[config.mk]
export PLATFORM = sky130hd
export DESIGN_NAME = stack_unit
export DESIGN_NICKNAME = d
export VERILOG_FILES = /design/src/rtl/stack_pkg.sv /design/src/rtl/stack_op_decode.sv /design/src/rtl/stack_unit.sv
export SDC_FILE = /design/constraint.sdc
export NUM_CORES = 1
export LEC_CHECK = 0
export ABC_CLOCK_PERIOD_IN_PS = 8500
export CAP_MARGIN = 20
export CORE_AREA = 5 5 118 120
export CTS_BUF_LIST = sky130_fd_sc_hd__clkbuf_4 sky130_fd_sc_hd__clkbuf_8
export CTS_CLUSTER_DIAMETER = 150
export DETAILED_ROUTE_END_ITERATION = 6
export DIE_AREA = 0 0 123 125
export DONT_BUFFER_PORTS = 1
export PLACE_DENSITY = 0.7
export SYNTH_ARGS = -nofsm -noshare
export SYNTH_HDL_FRONTEND = slang
export SYNTH_SLANG_ARGS = --single-unit
[constraint.sdc]
create_clock -name clk -period 8.5 [get_ports clk]
set_input_delay 1.275 -clock clk [delete_from_list [all_inputs] [get_ports clk]]
set_output_delay 1.275 -clock clk [all_outputs]
set_load 0.05 [all_outputs]
[src/rtl/stack_pkg.sv]
// Shared constants for the operand stack: default geometry, internal
// operation encoding and the controller's instruction opcodes.
package stack_pkg;
    localparam int WIDTH_DEF = 8;
    localparam int DEPTH_DEF = 16;

    typedef logic [2:0] op_t;
    localparam op_t OP_IDLE = 3'd0;
    localparam op_t OP_PUSH = 3'd1;
    localparam op_t OP_POP  = 3'd2;
    localparam op_t OP_TOS  = 3'd3;
    localparam op_t OP_REPL = 3'd4;

    localparam logic [2:0] PUSH = 3'b100;
    localparam logic [2:0] POP  = 3'b101;
    localparam logic [2:0] J    = 3'b110;
    localparam logic [2:0] JZ   = 3'b111;
endpackage

[src/rtl/stack_op_decode.sv]
// Collapses the controller strobes into a single stack operation per cycle,
// with push/pop/tos priority and the overflow/underflow error strobes.
module stack_op_decode
    import stack_pkg::*;
(
    input  logic push_i,
    input  logic pop_i,
    input  logic tos_i,
    input  logic empty_i,
    input  logic full_i,
    output op_t  op_o,
    output logic err_ovf_o,
    output logic err_unf_o
);
    always_comb begin
        op_o      = OP_IDLE;
        err_ovf_o = 1'b0;
        err_unf_o = 1'b0;
        if (push_i && pop_i) begin
            // Replace on an empty stack degrades to a push but still flags the missing top.
            if (empty_i) begin
                op_o      = OP_PUSH;
                err_unf_o = 1'b1;
            end else begin
                op_o = OP_REPL;
            end
        end else if (push_i) begin
            if (full_i) err_ovf_o = 1'b1;
            else        op_o      = OP_PUSH;
        end else if (pop_i) begin
            if (empty_i) err_unf_o = 1'b1;
            else         op_o      = OP_POP;
        end else if (tos_i) begin
            if (empty_i) err_unf_o = 1'b1;
            else         op_o      = OP_TOS;
        end
    end
endmodule

[src/rtl/stack_unit.sv]
// Operand stack for the multicycle stack CPU: flop-array storage, registered
// pop/peek output, occupancy and sticky error flags.
module stack_unit
    import stack_pkg::*;
#(
    parameter  int WIDTH = WIDTH_DEF,
    parameter  int DEPTH = DEPTH_DEF,
    localparam int PTR_W = $clog2(DEPTH)
) (
    input  logic             clk,
    input  logic             rst,
    input  logic             push,
    input  logic             pop,
    input  logic             tos,
    input  logic             stack_sel,
    input  logic [WIDTH-1:0] mem_data,
    input  logic [WIDTH-1:0] alu_data,
    output logic [WIDTH-1:0] dout,
    output logic [PTR_W:0]   count,
    output logic             empty,
    output logic             full,
    output logic             overflow,
    output logic             underflow,
    input  logic             err_clr
);
    logic [DEPTH-1:0][WIDTH-1:0] mem_q;
    logic [PTR_W:0]              count_q, count_d;
    logic [WIDTH-1:0]            dout_q, dout_d;
    logic                        ovf_q, ovf_d, unf_q, unf_d;
    logic [WIDTH-1:0]            push_data, top_data;
    logic [PTR_W-1:0]            top_idx, wr_idx;
    logic                        wr_en, err_ovf, err_unf;
    op_t                         op;

    assign empty     = (count_q == '0);
    assign full      = (count_q == (PTR_W+1)'(DEPTH));
    assign push_data = stack_sel ? mem_data : alu_data;
    assign top_idx   = PTR_W'(count_q - 1'b1);
    assign top_data  = mem_q[top_idx];

    stack_op_decode u_dec (
        .push_i    (push),
        .pop_i     (pop),
        .tos_i     (tos),
        .empty_i   (empty),
        .full_i    (full),
        .op_o      (op),
        .err_ovf_o (err_ovf),
        .err_unf_o (err_unf)
    );

    always_comb begin
        count_d = count_q;
        dout_d  = dout_q;
        wr_en   = 1'b0;
        wr_idx  = count_q[PTR_W-1:0];
        case (op)
            OP_PUSH: begin
                wr_en   = 1'b1;
                count_d = count_q + 1'b1;
            end
            OP_POP: begin
                dout_d  = top_data;
                count_d = count_q - 1'b1;
            end
            OP_TOS:  dout_d = top_data;
            OP_REPL: begin
                dout_d = top_data;
                wr_en  = 1'b1;
                wr_idx = top_idx;
            end
            default: ;
        endcase
        // A new error in the same cycle as err_clr must stay visible.
        ovf_d = err_ovf | (ovf_q & ~err_clr);
        unf_d = err_unf | (unf_q & ~err_clr);
    end

    always_ff @(posedge clk or posedge rst) begin
        if (rst) begin
            mem_q   <= '0;
            count_q <= '0;
            dout_q  <= '0;
            ovf_q   <= 1'b0;
            unf_q   <= 1'b0;
        end else begin
            if (wr_en) mem_q[wr_idx] <= push_data;
            count_q <= count_d;
            dout_q  <= dout_d;
            ovf_q   <= ovf_d;
            unf_q   <= unf_d;
        end
    end

    assign dout      = dout_q;
    assign count     = count_q;
    assign overflow  = ovf_q;
    assign underflow = unf_q;
endmodule

# After elaboration in Yosys (flattened, before gate mapping)

Index checks and enable logic that the tools add are counted.

Register bits after elaboration: 143
Bits in latches: 0
RAM bits: 0
Bits in read-only memories: 0
Input port bits: 23
Logic and storage cells: 66
Memories: 0

Add/sub/neg operators: 2
Multipliers: 0
Div/mod/pow operators: 0
Magnitude comparators: 3
Equal/unequal tests: 5
Shifts and indexed selects: 0
Multiplexer cells: 25
Bitwise gates (word level): 5
Reductions and logical operators: 6

Operator list:

| kind                                                               | count |
|---|---|
| bitwise mux 128 bit                                                | 1 |
| binary-select mux 8 bit (select 4 bit)                             | 1 |
| demux 8 bit (select 4 bit)                                         | 1 |
| two-way mux 8 bit                                                  | 3 |
| two-way mux 3 bit                                                  | 5 |
| less-than comparator 4 x 5 -> 1 bit (second input constant)        | 2 |
| two-way mux 1 bit                                                  | 10 |
| case mux 5 bit (2 select lines)                                    | 1 |
| == test 3 x 2 -> 1 bit (second input constant)                     | 2 |
| adder 5 x 1 -> 5 bit (second input constant)                       | 1 |
| == test 5 bit (second input constant)                              | 1 |
| logical NOT 5 bit                                                  | 1 |
| subtractor 5 x 1 -> 5 bit (second input constant)                  | 1 |
| greater-or-equal comparator 4 x 1 -> 1 bit (second input constant) | 1 |
| two-way mux 2 bit                                                  | 2 |
| two-way mux 4 bit                                                  | 1 |
| == test 3 x 1 -> 1 bit (second input constant)                     | 1 |
| == test 3 bit (second input constant)                              | 1 |
| OR reduction 3 bit                                                 | 1 |
| AND 1 bit                                                          | 2 |
| logical AND 1 bit                                                  | 2 |
| bitwise OR 1 bit                                                   | 2 |
| nonzero test 2 bit                                                 | 1 |
| OR reduction 2 bit                                                 | 1 |
| inverter 1 bit                                                     | 1 |

# Logic depth before layout (Yosys ltp)

Depth in word-level cells: 13
Mapped depth: 11
Gate-level depth less buffers: 8

# By module

Synthesis repeated with hierarchy kept, for this count alone.

Cells, all modules: 553
Area total of the unflattened synthesis: 6907.9 sq um

Modules (own cells, without submodules):

| module          | times used | cells an instance | area each (sq um) | seq. area each (sq um) |
|---|---|---|---|---|
| stack_unit      | 1          | 541               | 6836.6            | 3578.4 |
| stack_op_decode | 1          | 12                | 71.3              | 0.0 |

# Least setup slack after synthesis

OpenSTA, ideal clock, no wires.

Path kind: register to output
Start point: register count_q[1] (netlist: count[1])
End point: output port empty
Arrival: 1796 ps
Setup slack: 5429 ps
Stages on the path, launching flop included: 7
Path buffers: 2
Path through: dfrtp_1 > inv_1 > ha_1 > or4b_1 > buf_6 > inv_6 > buf_6

Longest elaborated chain between the ends: 1

Ends and longest elaborated chain:

| element                | line             | source |
|---|---|---|
| start, declared        | stack_unit.sv:27 | `logic [PTR_W:0] count_q, count_d;` |
| start signal, assigned | stack_unit.sv:88 | `count_q <= count_d;` |
| logical NOT 5 bit      | stack_unit.sv:35 | `assign empty = (count_q == '0);` |
| end, declared          | stack_unit.sv:20 | `output logic empty,` |

Every way passes these cells.

# Final worst setup path

Start point: register count_q[0] (netlist: count[0])
End point: register mem_q[70] in the netlist's numbering

Longest elaborated chain between the ends: 13

Ends and longest elaborated chain:

| element                                                                                                                        | line                  | source |
|---|---|---|
| logical NOT 5 bit *                                                                                                            | stack_unit.sv:35      |  |
| named net empty                                                                                                                | stack_unit.sv:20      |  |
| two-way mux 2 bit                                                                                                              | stack_op_decode.sv:34 | `if (empty_i) err_unf_o = 1'b1;` |
| two-way mux 3 bit                                                                                                              | stack_op_decode.sv:33 | `end else if (tos_i) begin` |
| two-way mux 3 bit                                                                                                              | stack_op_decode.sv:30 | `end else if (pop_i) begin` |
| two-way mux 3 bit                                                                                                              | stack_op_decode.sv:27 | `end else if (push_i) begin` |
| two-way mux 3 bit *                                                                                                            | stack_op_decode.sv:19 | `if (push_i && pop_i) begin` |
| == test 3 bit                                                                                                                  | stack_unit.sv:57      | `case (op)` |
| two-way mux 4 bit                                                                                                              | stack_unit.sv:57      |  |
| less-than comparator 4 x 5 -> 1 bit (implied by the code) / greater-or-equal comparator 4 x 1 -> 1 bit (equally long branches) | stack_unit.sv:87      | `if (wr_en) mem_q[wr_idx] <= push_data;` |
| logical AND 1 bit (implied by the code)                                                                                        | stack_unit.sv:87      |  |
| two-way mux 8 bit (implied by the code)                                                                                        | stack_unit.sv:87      |  |
| demux 8 bit (select 4 bit)                                                                                                     | stack_unit.sv:87      |  |
| bitwise mux 128 bit                                                                                                            | stack_unit.sv:87      |  |
| end signal, assigned by index                                                                                                  | stack_unit.sv:87      |  |
| end, declared                                                                                                                  | stack_unit.sv:26      | `logic [DEPTH-1:0][WIDTH-1:0] mem_q;` |

The timed path passes the listed nets; every way through them passes the cells marked *.
A chain may end at the register's enable or synchronous reset.

==> results.json <==
{
  "outcome": "completed",
  "ioPinCount": 40,
  "r2r.worst_path.cells": 9,
  "max-vdd-ir-drop_uv": 216,
  "rrSetupSlack_ns": 4.34,
  "pwr-share-clk_pct": 18.1,
  "drc": 0,
  "seqPwrFrac_pct": 41.1,
  "post_route_cells_drive_above_1_share_pct": 47.5,
  "synth.net_count": 491,
  "power.switching_w": 0.00112,
  "cp-start-kind": "register",
  "utilization_pct": 57.6,
  "vias_per_cell": 6.04,
  "drtPass1Iterations": 4,
  "fill_cells": 1034,
  "yosysUniqueCellTypes": 48,
  "track_usage_pct": 19.5,
  "ctsHtreeMaxLevel": 4,
  "core_um2": 12900,
  "synth_seq_cells": 143,
  "worst_ep_required_time_ns": 8.83,
  "clk_pin_slew_ns": 0.09,
  "cts_tree": "done",
  "antenna_found_initial": 0,
  "min_period_ns": 4.16,
  "ant_nets": 0,
  "finalSetupViolations": 0,
  "drv_cap": 0,
  "multiInputGateArea_um2": 3120,
  "cts_resized": 0,
  "placementRows": 42,
  "swShare_pct": 35.8,
  "fin_setup_tns_ns": 0,
  "synth_seq_area_share_pct": 52.0,
  "cts_hold_buf": 0,
  "wl_um": 14000,
  "hold_viol_final": 0,
  "syn_inst": 465,
  "final_cell_mix": "dfrtp_1 (142), mux2_2 (126), mux4_2 (32)",
  "p_comb_share_pct": 40.8,
  "die_w_um": 123,
  "wl_per_cell_um": 21.7,
  "first_iter_violations": 352,
  "numCtsBuffers": 17,
  "clock_sinks": 143,
  "register_area_um2": 3580,
  "fin_skew_ns": 0.0116,
  "hold_end": "mem_q[22]",
  "nets": 485,
  "worstHoldStart": "mem_q[22]",
  "grt_pass1_vias": 4102,
  "area_growth_syn_to_layout_pct": 7.61,
  "clk_root_buffer_cell": "clkbuf_8",
  "ys_warn_count": 0,
  "avgSynthCellArea_um2": 14.8,
  "die_y_um": 125,
  "worstSetupPathType": "register to register",
  "fmax_ghz": 0.240,
  "grt_overflow_total": 0,
  "reg2reg_from": "count[0]",
  "synthFlopType": "dfrtp_1",
  "slew_headroom_pct": 39.8,
  "routabilityCongestion": 0.815,
  "hp-class": "register to register",
  "final_common_cell": "dfrtp_1",
  "cp-end-kind": "register",
  "cts_buffer_depth": 2,
  "dpl.hpwl_um": 9140,
  "grt_pass1_wl_um": 22700,
  "synth_area_um2": 6890,
  "pwr_density_cell_nw_per_um2": 423,
  "finalCritPeriodShare_pct": 49.0,
  "antenna_cells": 0,
  "path_max_fanout": 42,
  "leakage_nw": 3.16,
  "post_cts_buffers": 0,
  "grt_max_degree": 88,
  "rsz0062_at_grt": "no",
  "r2r_end": "mem_q[70]",
  "initial_core_util_pct": 53.5,
  "vias": 3916,
  "worstPathArrival_ns": 4.50,
  "p_int_w": 0.00201,
  "synthArstFlopShare_pct": 100,
  "synth-edff-count": 0,
  "finalMaxSlewViolations": 0,
  "die-area_um2": 15400,
  "clock_latency_ns": 0.45,
  "io_buffers": 0,
  "max_slew.worst_pin.slew_ns": 0.904,
  "min_path_cells": 1
}
[through the flow]
stage          total power [W]  worst slack (ns)  cells  hold slack, ns  cell area, um2
2_1_floorplan          0.00230              3.39    465           0.452            6890
3_5_place_dp           0.00259              4.36    616           0.485            6990
5_1_grt                0.00332              4.02    648           0.511            7410
3_3_place_gp           0.00255              4.42    616           0.468            6990
6_report               0.00314              4.34    648           0.505            7410
4_1_cts                0.00316              4.33    648           0.503            7410
[critical path, stage by stage, from the launching register on]
cell and delay [ns]:
dfrtp_2 0.35, buf_4 0.69, inv_1 0.28, ha_1 0.29, or4b_1 0.36, inv_6 0.16, or4_1 0.53, o211a_2 0.31
nor2b_1 0.63, mux2_2 0.41
[cell usage after synthesis (all sizes together) (3+ instances only)]
cell type  instances  area share, %
nor2               6           0.33
nand4              3           0.27
mux2             136             23
o31ai              3           0.40
mux2i             16            2.3
ha                 3           0.55
buf               15            1.5
o221ai             8            1.0
mux4              32             10
xnor2              5           0.64
o211ai             6           0.73
inv                8           0.51
or4                3           0.33
a21oi              9           0.76
o21ai              4           0.29
nor2b              5           0.53
dfrtp            143             52
clkbuf            14           0.76
nand2             27            1.8
[registers in the layout (all words and copies together) (netlist names)]
signal,count
overflow,1
dout,8
underflow,1
count,5
mem_q,128
[area by class of cell]
cell class / instances / share of cell area (%)
well taps: 176 / 2.97
flip-flops and latches: 143 / 48.3
repair buffers: 4 / 0.405
multi-input cells: 285 / 42.1
inverters: 8 / 0.540
clock inverters: 13 / 2.21
clock buffers: 19 / 3.44
[how the worst max path moves through the flow]
| stage | start | cells after the start | slack [ns] | end |
|---|---|---|---|---|
| finish | count[0] | 9 | 4.34 | mem_q[70] |
| global route | count[0] | 9 | 4.02 | mem_q[67] |
| CTS | count[0] | 9 | 4.33 | mem_q[70] |
| detailed placement | count[0] | 9 | 4.36 | mem_q[70] |
| global placement | count[0] | 9 | 4.42 | mem_q[66] |
| floorplan | rst | 1 | 3.39 | count[0] |
[per-layer routing]
| layer | wire length [um] | GRT usage, % | vias up |
|---|---|---|---|
| met1 | 6100 | 26.6 | 2056 |
| met3 | 807 | 5.65 | 28 |
| met2 | 6810 | 30.0 | 104 |
| met5 | 0 | 0 | - |
| li1 | - | - | 1728 |
| met4 | 315 | 7.04 | 0 |
[cell families (layout without fill, tap and decap cells)]
logic type      count (synthesis)  after routing  synth area share, %
flops                         143            143                 52.0
simple gates                   55             55                 4.45
fa+ha+maj                       3              3                0.545
buf+inv                        37             44                 2.82
xor+xnor                        7              7                0.890
mux                           184            184                 35.5
compound gates                 36             36                 3.89
[power groups by stage]
stage	clock network (W)	registers, W	logic, W
global placement	0	0.00128	0.00127
finish	0.000567	0.00129	0.00128
detailed placement	0	0.00130	0.00129
floorplan	0	0.00123	0.00107
CTS	0.000575	0.00129	0.00130
global route	0.000604	0.00133	0.00139
Power figures use the tool's default switching activity.
